==> src/rtl/eth_mdio_pkg.sv <==
// eth_mdio_pkg: shared MDIO opcodes, register indices, reset values and responder states
package eth_mdio_pkg;

    localparam logic [1:0]  OP_RD      = 2'b10;
    localparam logic [1:0]  OP_WR      = 2'b01;

    localparam logic [4:0]  REG_BMCR   = 5'd0;
    localparam logic [4:0]  REG_BMSR   = 5'd1;
    localparam logic [4:0]  REG_PHYID1 = 5'd2;
    localparam logic [4:0]  REG_PHYID2 = 5'd3;
    localparam logic [4:0]  REG_ANAR   = 5'd4;
    localparam logic [4:0]  REG_PHYSR  = 5'd17;

    localparam logic [15:0] BMCR_DEF   = 16'h1140;
    localparam logic [15:0] ANAR_DEF   = 16'h01E1;
    localparam logic [15:0] BMSR_BASE  = 16'h7949;

    typedef enum logic [2:0] {
        S_IDLE,
        S_ST,
        S_OP,
        S_PHYAD,
        S_REGAD,
        S_TA,
        S_DATA
    } state_t;

endpackage

==> src/rtl/mdio_sync_edge.sv <==
// mdio_sync_edge: double-flop synchronizers for MDC/MDIO and MDC rising-edge detect
module mdio_sync_edge (
    input  logic clk,
    input  logic rst,
    input  logic mdc,
    input  logic mdio,
    output logic rise,
    output logic mdio_s
);

    logic [1:0] mdc_q;
    logic [1:0] mdio_q;
    logic       mdc_d;

    // Synchronize both pads; keep one extra MDC stage to spot a 0->1 transition
    always_ff @(posedge clk) begin
        if (rst) begin
            mdc_q  <= '0;
            mdio_q <= '0;
            mdc_d  <= 1'b0;
        end else begin
            mdc_q  <= {mdc_q[0], mdc};
            mdio_q <= {mdio_q[0], mdio};
            mdc_d  <= mdc_q[1];
        end
    end

    assign rise   = mdc_q[1] & ~mdc_d;
    assign mdio_s = mdio_q[1];

endmodule

==> src/rtl/mdio_phy_resp.sv <==
// mdio_phy_resp: Clause 22 MDIO management slave emulating a minimal PHY register set
module mdio_phy_resp
    import eth_mdio_pkg::*;
#(
    parameter logic [4:0]  PHY_ADDR = 5'd1,
    parameter bit          BCAST_EN = 1'b1,
    parameter int          PRE_MIN  = 32,
    parameter logic [15:0] PHYID1   = 16'h001C,
    parameter logic [15:0] PHYID2   = 16'hC915,
    parameter int          TIMEOUT  = 4096
) (
    input  logic        clk_i,
    input  logic        rst_i,
    input  logic        mdc_i,
    input  logic        mdio_i,
    output logic        mdio_o,
    output logic        mdio_oe_o,
    input  logic        link_i,
    input  logic [1:0]  speed_i,
    input  logic        duplex_i,
    output logic [15:0] bmcr_o,
    output logic [15:0] anar_o,
    output logic        acc_o,
    output logic        acc_wr_o,
    output logic [4:0]  acc_reg_o,
    output logic        busy_o
);

    localparam int PW = $clog2(PRE_MIN + 2);
    localparam int TW = $clog2(TIMEOUT + 1);

    state_t        state, nxt;
    logic          rise, b;
    logic [PW-1:0] pre_cnt;
    logic [3:0]    bcnt;
    logic [TW-1:0] tmo;
    logic [1:0]    op;
    logic [4:0]    phyad, regad, rad;
    logic [15:0]   sh, rd_word, wdata;
    logic          link_lat, last, hit, is_rd, is_wr, tmo_hit, rd_done, wr_done;

    mdio_sync_edge u_sync (
        .clk    (clk_i),
        .rst    (rst_i),
        .mdc    (mdc_i),
        .mdio   (mdio_i),
        .rise   (rise),
        .mdio_s (b)
    );

    assign busy_o  = state != S_IDLE;
    assign last    = (state == S_OP || state == S_TA) ? bcnt == 4'd1 :
                     (state == S_PHYAD || state == S_REGAD) ? bcnt == 4'd4 :
                     (state == S_DATA) ? bcnt == 4'd15 : 1'b0;
    assign hit     = phyad == PHY_ADDR || (BCAST_EN && phyad == 5'd0);
    assign is_rd   = op == OP_RD;
    assign is_wr   = op == OP_WR;
    assign tmo_hit = busy_o && !rise && tmo == TW'(TIMEOUT - 1);
    assign rd_done = rise && state == S_DATA && last && is_rd && hit;
    assign wr_done = rise && state == S_DATA && last && is_wr && hit;
    assign wdata   = {sh[14:0], b};
    assign rad     = {regad[3:0], b};
    assign rd_word = (rad == REG_BMCR)   ? bmcr_o :
                     (rad == REG_BMSR)   ? (BMSR_BASE | {13'd0, link_lat, 2'd0}) :
                     (rad == REG_PHYID1) ? PHYID1 :
                     (rad == REG_PHYID2) ? PHYID2 :
                     (rad == REG_ANAR)   ? anar_o :
                     (rad == REG_PHYSR)  ? {speed_i, duplex_i, 1'b0, 1'b1, link_i, 10'd0} : 16'd0;

    // Frame state register
    always_ff @(posedge clk_i) begin
        if (rst_i) state <= S_IDLE;
        else       state <= nxt;
    end

    // Advance one frame field per MDC rise; a write with a bad turnaround is dropped
    always_comb begin
        nxt = state;
        if (tmo_hit) nxt = S_IDLE;
        else if (rise) begin
            case (state)
                S_IDLE:  nxt = (!b && pre_cnt >= PW'(PRE_MIN)) ? S_ST : S_IDLE;
                S_ST:    nxt = b ? S_OP : S_IDLE;
                S_OP:    nxt = !last ? S_OP : ({op[0], b} == OP_RD || {op[0], b} == OP_WR) ? S_PHYAD : S_IDLE;
                S_PHYAD: nxt = last ? S_REGAD : S_PHYAD;
                S_REGAD: nxt = last ? S_TA : S_REGAD;
                S_TA:    nxt = (is_wr && hit && (bcnt == 4'd0 ? !b : b)) ? S_IDLE : last ? S_DATA : S_TA;
                S_DATA:  nxt = last ? S_IDLE : S_DATA;
                default: nxt = S_IDLE;
            endcase
        end
    end

    // Field capture, read shifting, register writes, link latch and access pulse
    always_ff @(posedge clk_i) begin
        if (rst_i) begin
            pre_cnt   <= '0;
            bcnt      <= '0;
            tmo       <= '0;
            op        <= '0;
            phyad     <= '0;
            regad     <= '0;
            sh        <= '0;
            link_lat  <= 1'b0;
            bmcr_o    <= BMCR_DEF;
            anar_o    <= ANAR_DEF;
            mdio_o    <= 1'b0;
            mdio_oe_o <= 1'b0;
            acc_o     <= 1'b0;
            acc_wr_o  <= 1'b0;
            acc_reg_o <= '0;
        end else begin
            acc_o    <= 1'b0;
            tmo      <= (state == S_IDLE || rise) ? '0 : tmo + 1'b1;
            link_lat <= link_i && (link_lat || (rd_done && regad == REG_BMSR));
            if (tmo_hit) begin
                mdio_oe_o <= 1'b0;
                mdio_o    <= 1'b0;
                bcnt      <= '0;
            end else if (rise) begin
                bcnt <= (last || state == S_IDLE || state == S_ST || nxt == S_IDLE) ? '0 : bcnt + 1'b1;
                case (state)
                    S_IDLE:  pre_cnt <= !b ? '0 : (pre_cnt < PW'(PRE_MIN)) ? pre_cnt + 1'b1 : pre_cnt;
                    S_OP:    op <= {op[0], b};
                    S_PHYAD: phyad <= {phyad[3:0], b};
                    S_REGAD: begin
                        regad <= rad;
                        if (last) sh <= rd_word;
                    end
                    S_TA: if (is_rd && hit) begin
                        if (bcnt == 4'd0) begin
                            mdio_oe_o <= 1'b1;
                            mdio_o    <= 1'b0;
                        end else begin
                            mdio_o <= sh[15];
                            sh     <= {sh[14:0], 1'b0};
                        end
                    end
                    S_DATA: begin
                        if (is_wr) sh <= wdata;
                        if (is_rd && hit) begin
                            mdio_oe_o <= !last;
                            mdio_o    <= last ? 1'b0 : sh[15];
                            sh        <= {sh[14:0], 1'b0};
                        end
                    end
                    default: ;
                endcase
            end
            if (wr_done && regad == REG_BMCR && wdata[15]) begin
                bmcr_o <= BMCR_DEF;
                anar_o <= ANAR_DEF;
            end else if (wr_done && regad == REG_BMCR) bmcr_o <= wdata;
            else if (wr_done && regad == REG_ANAR) anar_o <= wdata;
            if (rd_done || wr_done) begin
                acc_o     <= 1'b1;
                acc_wr_o  <= wr_done;
                acc_reg_o <= regad;
            end
        end
    end

endmodule

==> config.mk <==
export PLATFORM = sky130hd
export DESIGN_NAME = mdio_phy_resp
export DESIGN_NICKNAME = d
export VERILOG_FILES = /design/src/rtl/eth_mdio_pkg.sv /design/src/rtl/mdio_sync_edge.sv /design/src/rtl/mdio_phy_resp.sv
export SDC_FILE = /design/constraint.sdc
export NUM_CORES = 1
export LEC_CHECK = 0
export CORE_ASPECT_RATIO = 1.5
export CORE_MARGIN = 3
export CORE_UTILIZATION = 57
export DETAILED_ROUTE_END_ITERATION = 6
export PLACE_DENSITY_LB_ADDON = 0.05
export SLEW_MARGIN = 20
export SYNTH_ARGS = -nofsm -noshare
export SYNTH_HDL_FRONTEND = slang
export SYNTH_SLANG_ARGS = --single-unit
==> constraint.sdc <==
create_clock -name clk_i -period 2.5 [get_ports clk_i]
set_input_delay 0.5 -clock clk_i [delete_from_list [all_inputs] [get_ports clk_i]]
set_output_delay 0.5 -clock clk_i [all_outputs]
set_load 0.01 [all_outputs]
==> reports/qor.txt <==
status - complete, no violations
met2 usage in global routing - 0.4697
Die Ht - 118.6 µm
Routed WL - 12610 µm
Synth area leader - dfxtp_1
R2R depth - 9
busiest grt layer - met2
Seq pwr share - 0.516
layout cells sized above 1 - 0.09355
Hold Fails Final Rpt - 0
fmax - 0.4277 GHz
Worst Clk Skew - 0.004947 ns
DR WL/cell - 17.39 µm
static leakage - 2.150 nW
Most used DFF post-synth - dfxtp_1
largest cells by area after synthesis - dfxtp_1, mux2i_1, nor2_1, nand2_1, a21oi_1
Hold Buf Count CTS - 0
vias in the first global route - 4246
Clock Latency Late Sink - 0.35 ns
CP Launch Type - register
H-tree Lvls - 3
Async SR Flop Fraction - 0
die width - 81.07 µm
largest net degree at the start of global routing - 35
post-CTS setup buffers - 0
first-pass GRT wire length - 20580 µm
Post-synth EDFFs - 0
relative slew slack - 0.4985
final setup TNS - 0 ns
Clock Sinks - 101
reported max-cap violation count - 0
Synth cell types - 65
RSZ-0062 raised after global routing - no
Ys Warns - 0
gpl congestion - 0.9667
Routed Antenna Nets - 0
Arr. time, crit path - 1.84 ns
crit-path max FO - 20
clock network fraction of total power - 0.459
nets@finish - 628
antenna violations before repair - 0
CTS Buffer Depth - 2
min-delay worst type - reg -> reg
setup violators final - 0
clock-pin slew on the worst setup and hold paths - 0.06 ns
Avg Cell Area, Syn - 8.483 µm²
Worst EP required - 2.00 ns
CTS tree - yes
Tcrit/Tclk final - 0.9352
Pwr Total - 3.133 mW
Post-DP HPWL - 9125 µm
CP max stage cell - or3_1
crit end category - output pin
flops & latches, synth - 101
CP peak stage delay - 0.53 ns
GRT Util Overall - 0.2728
Pre-Repair DR Iteration Count - 5
drt first-iter violations - 294
Post-Syn Instances - 568
switching share of power - 0.2110
commonest non-fill, non-tap cell in the layout - dfxtp_1
switching power total - 661.1 µW
Pint - 2.472 mW
most frequent cells in the layout - dfxtp_1, nor2_1, nand2_1, clkdlybuf4s50_1, a21oi_1
met3 usage - 0.05335
root buffer cell - clkbuf_16
fill cell count - 648
syn nets - 581
Core Region - 0.008108 mm²
Via Count - 4362
CP Cell Sequence - or3_1, clkdlybuf4s50_1
top cell type's share of synthesized area - 0.4196
quantity of gates resized following cts - 1
Area Growth Syn to Fin - 19.45%
critical path class - reg -> out
GRT met1 Usage - 0.3125
worst vdd ir - 0.0004115 V
Residual DRC - 0
Netlist Area Pre-Place - 0.004818 mm²
fin crit period - 2.338 ns
Worst-Margin Slew - 0.7458 ns
Power Density - 544.3 mW/mm²
row count - 40
Worst Hold Depth - 1
n_diodes - 0
sequential area share after synthesis - 0.4196
Initial Util - 0.5943
vias per cell - 6.017
max-slew violation count - 0
die area - 0.009615 mm²
Port Buffer Count - 49
Logic pwr share - 0.025
CTS buffer count - 9
total gr overflow - 0
Top-Level Pins - 50
## final timing paths
path,start,to,slack [ns]
max,state[0],busy_o,0.16
min,u_sync.mdio_q[0],u_sync.mdio_q[1],0.44
max reg2reg,bcnt[0],sh[5],0.24
min reg2reg,u_sync.mdio_q[0],u_sync.mdio_q[1],0.44
## per-stage QoR
step,hold WS [ns],cells,setup WS [ns],util,area [µm²]
after floorplan,0.4138,568,0.4119,-,4818
after global placement,0.4204,709,0.2485,0.6716,5445
after detailed placement,0.4318,709,0.2461,0.6716,5445
after CTS,0.4469,725,0.1781,0.7099,5756
after global routing,0.4658,725,0.1097,0.7099,5756
final,0.4415,725,0.1620,0.7099,5756
## critical path: cells and delay by family, from the launching register on
| family | cells | cell delay, ns |
|---|---|---|
| simple gates | 1 | 0.53 |
| flops | 1 | 0.42 |
| buf+inv | 1 | 0.53 |
## kinds of logic (layout without fill, tap and decap cells)
family,Yosys count,in the layout,synth area share
adder cells (fa/ha/maj),6,6,0.01506
AND/OR/NAND/NOR,242,242,0.2475
flip-flops,101,101,0.4196
AO/OA/AOI/OAI,116,116,0.1605
XOR/XNOR,17,17,0.03090
buffers and inverters,50,102,0.05141
multiplexers,36,36,0.07505
## registers in the layout, summed over array words and instances, names as in the netlist, 3 cells and up
signal	cells
acc_reg_o	5
anar_o	16
bcnt	4
bmcr_o	16
phyad	5
pre_cnt	6
regad	5
sh	16
state	3
tmo	13
## power groups by stage
stage / combinational (mW) / clock [mW] / sequential [mW]
floorplan: 0.0456 / 0 / 1.65
global placement: 0.0762 / 0 / 1.65
detailed placement: 0.0769 / 0 / 1.65
CTS: 0.0774 / 1.46 / 1.62
global route: 0.0840 / 1.54 / 1.62
finish: 0.0778 / 1.44 / 1.62
## final cells by class
type	instances	area, µm²	area share
Tap cell	105	131.4	0.02283
Clock inverter	5	56.30	0.009783
Sequential cell	101	2023	0.3515
Multi-Input combinational cell	417	2549	0.4428
Inverter	10	37.54	0.006522
Clock buffer	11	252.7	0.04391
Timing Repair Buffer	76	705.7	0.1226
## layer usage
metal  part of all wire  up-vias
li1                   -     2088
met2               0.53      158
met3              0.047       40
met5                  0        -
met1               0.39     2076
met4              0.037        0
## synth_stat cells (10+ instances only)
library cell / n
nand2_1: 57
nor2_1: 89
a21oi_1: 41
mux2i_1: 35
o21ai_0: 12
inv_1: 10
xor2_1: 13
nand3_1: 19
clkbuf_1: 23
dfxtp_1: 101
nand2b_1: 16
nor2b_1: 14
No activity file was read; power rests on OpenSTA's default activity.
==> patch (config.mk and constraints unchanged) <==
Change the parameter `PRE_MIN` from 32 to 64.
--- a/src/rtl/mdio_phy_resp.sv
+++ b/src/rtl/mdio_phy_resp.sv
@@ -6,3 +6,3 @@
     parameter bit          BCAST_EN = 1'b1,
-    parameter int          PRE_MIN  = 32,
+    parameter int          PRE_MIN  = 64,
     parameter logic [15:0] PHYID1   = 16'h001C,
Function: same outputs for any inputs over 10 cycles, from zero or initial values and one cycle with rst_i high; that may be too few to reach the edited logic, so the function may still have changed.
==> patch against the unedited design <==
  * Die area is 1.2% higher
  * Synthesized area is 1.3% higher
  * Combinational power is 41% higher
  * Setup slack better by 0.042 ns
  * Register-to-register slack worse by 0.04 ns
  * Synthesized cell count is 4.6% higher
  * Power is 1.9% higher
  * Wire length is 6.2% higher
  * Final area is 0.74% higher
  * Sequential cell count is 1 higher
  * Count of clock-buffer cells in the layout stayed put
  * Critical path type is now flop to flop
  * Critical endpoint is now bcnt[2]
==> patch: results (changes against the unedited design) <==
- After synthesis, the cell types taking the most area are dfxtp_1 42%, nand2_1 7.4%, nor2_1 5.8%, a21oi_1 5.4%, mux2i_1 4.9%.
- The run finished with clean final reports.
- The overall fraction of global-route tracks in use is 0.2884 (+0.01561).
- The count of routing violations after the opening detailed-route iteration is 331 (+13%).
- By count the netlist is led by 102 x dfxtp_1, 96 x nand2_1, 76 x nor2_1.
- The number of buffers inserted to repair setup after CTS is 0 (unchanged).
- The count of TritonRoute iterations in the first routing pass came to 4 (-1).
- The worst-skew pair later-pin latency is 0.34 ns.
- The initial antenna violation count came to 0 (unchanged).
- The leakage power total is 2.026 nW (-5.8%).
- The detailed-placement wirelength estimate is 9261 µm (+1.5%).
- The share of post-route cells with drive strength above 1 is 0.09133 (-0.002217).
- The multiplexer fraction of the synthesized cell area came to 0.05154 (-0.02351).
- The post-synthesis share of cell area spent on xor and xnor gates is 0.03410 (+0.003201).
- The maximum VDD drop is 0.4305 mV (+4.6%).
- The post-placement cell count is 736 (+3.8%).
- The sequential element share of the synthesized area is 0.4185 (-0.001170).
- The actual slew at the worst max-slew pin came to 0.5655 ns (-0.1803 ns).
- The final weighted congestion of routability-driven global placement is 0.9282 (-4.0%).
- The slowest cell on the critical path is dfxtp_1.
- The largest registers in the layout are anar_o (16), bmcr_o (16), sh (16).
- The aggregate routed wire length is 13380 µm (+6.2%).
- The largest clock skew in the final design is 0.007154 ns (+0.002207 ns).
- The peak fanout along the critical path is 6 (-70%).
- The count of different cell masters after synthesis came to 67 (+3.1%).
- The net count of the finished layout is 655 (+4.3%).
- The total cell area at the placement stage is 0.005482 mm² (+0.67%).
- The via count of the first global-routing pass is 4587 (+8.0%).
- The gate count of the mapped netlist is 594 (+4.6%).
- The pin count of the biggest net entering global routing came to 31 (-11%).
- The post-synthesis net count is 607 (+4.5%).
- The quantity of gates resized following cts was 0 (-1).
- The number of cells in the finished layout apart from fillers is 751 (+3.6%).
- The data arrival time of the critical path is 2.52 ns (+0.68 ns).
-- patch: cell count changes after synthesis, sizes merged, moves of 7 or more --
cell / delta
nand2: +38
nand2b: -9
nor2: -12
nor4: -7
mux2i: -11
a21oi: +13
-- patch: area by class of cell --
cell class,instances,area (µm²)
multi-input cells,444,2592
fillers,680,2360
flip-flops and latches,102,2043
repair buffers,73,678.2
clock buffers,11,252.7
well taps,105,131.4
clock inverters,4,55.05
inverters,12,45.04
-- patch: cells by family after synthesis --
group | Yosys count
xor+xnor | 19
flops | 102
fa+ha+maj | 6
mux | 25
buf+inv | 48
compound gates | 127
simple gates | 267
-- patch: layer usage --
layer  vias to the layer above  share of wire  GRT usage  routed length, µm
met5                         -              0          0                  0
met4                         0          0.025     0.1268                341
met3                        30          0.050    0.04160                665
met2                       162           0.52     0.5005               6987
met1                      2174           0.40     0.3421               5388
li1                       2164              -          -                  -
-- patch: final timing paths --
path / startpoint / to / slack (ns) / depth (start not counted)
max: bcnt[0] / bcnt[2] / 0.20 / 9
min: u_sync.mdio_q[0] / u_sync.mdio_q[1] / 0.45 / 1
max reg2reg: bcnt[0] / bcnt[2] / 0.20 / 9
min reg2reg: u_sync.mdio_q[0] / u_sync.mdio_q[1] / 0.45 / 1
-- patch: power groups by stage --
stage | registers (mW) | clock network [mW] | logic (mW)
3_5_place_dp | 1.67 | 0 | 0.107
5_1_grt | 1.63 | 1.52 | 0.117
4_1_cts | 1.63 | 1.46 | 0.108
2_1_floorplan | 1.67 | 0 | 0.0730
6_report | 1.63 | 1.45 | 0.110
3_3_place_gp | 1.67 | 0 | 0.106
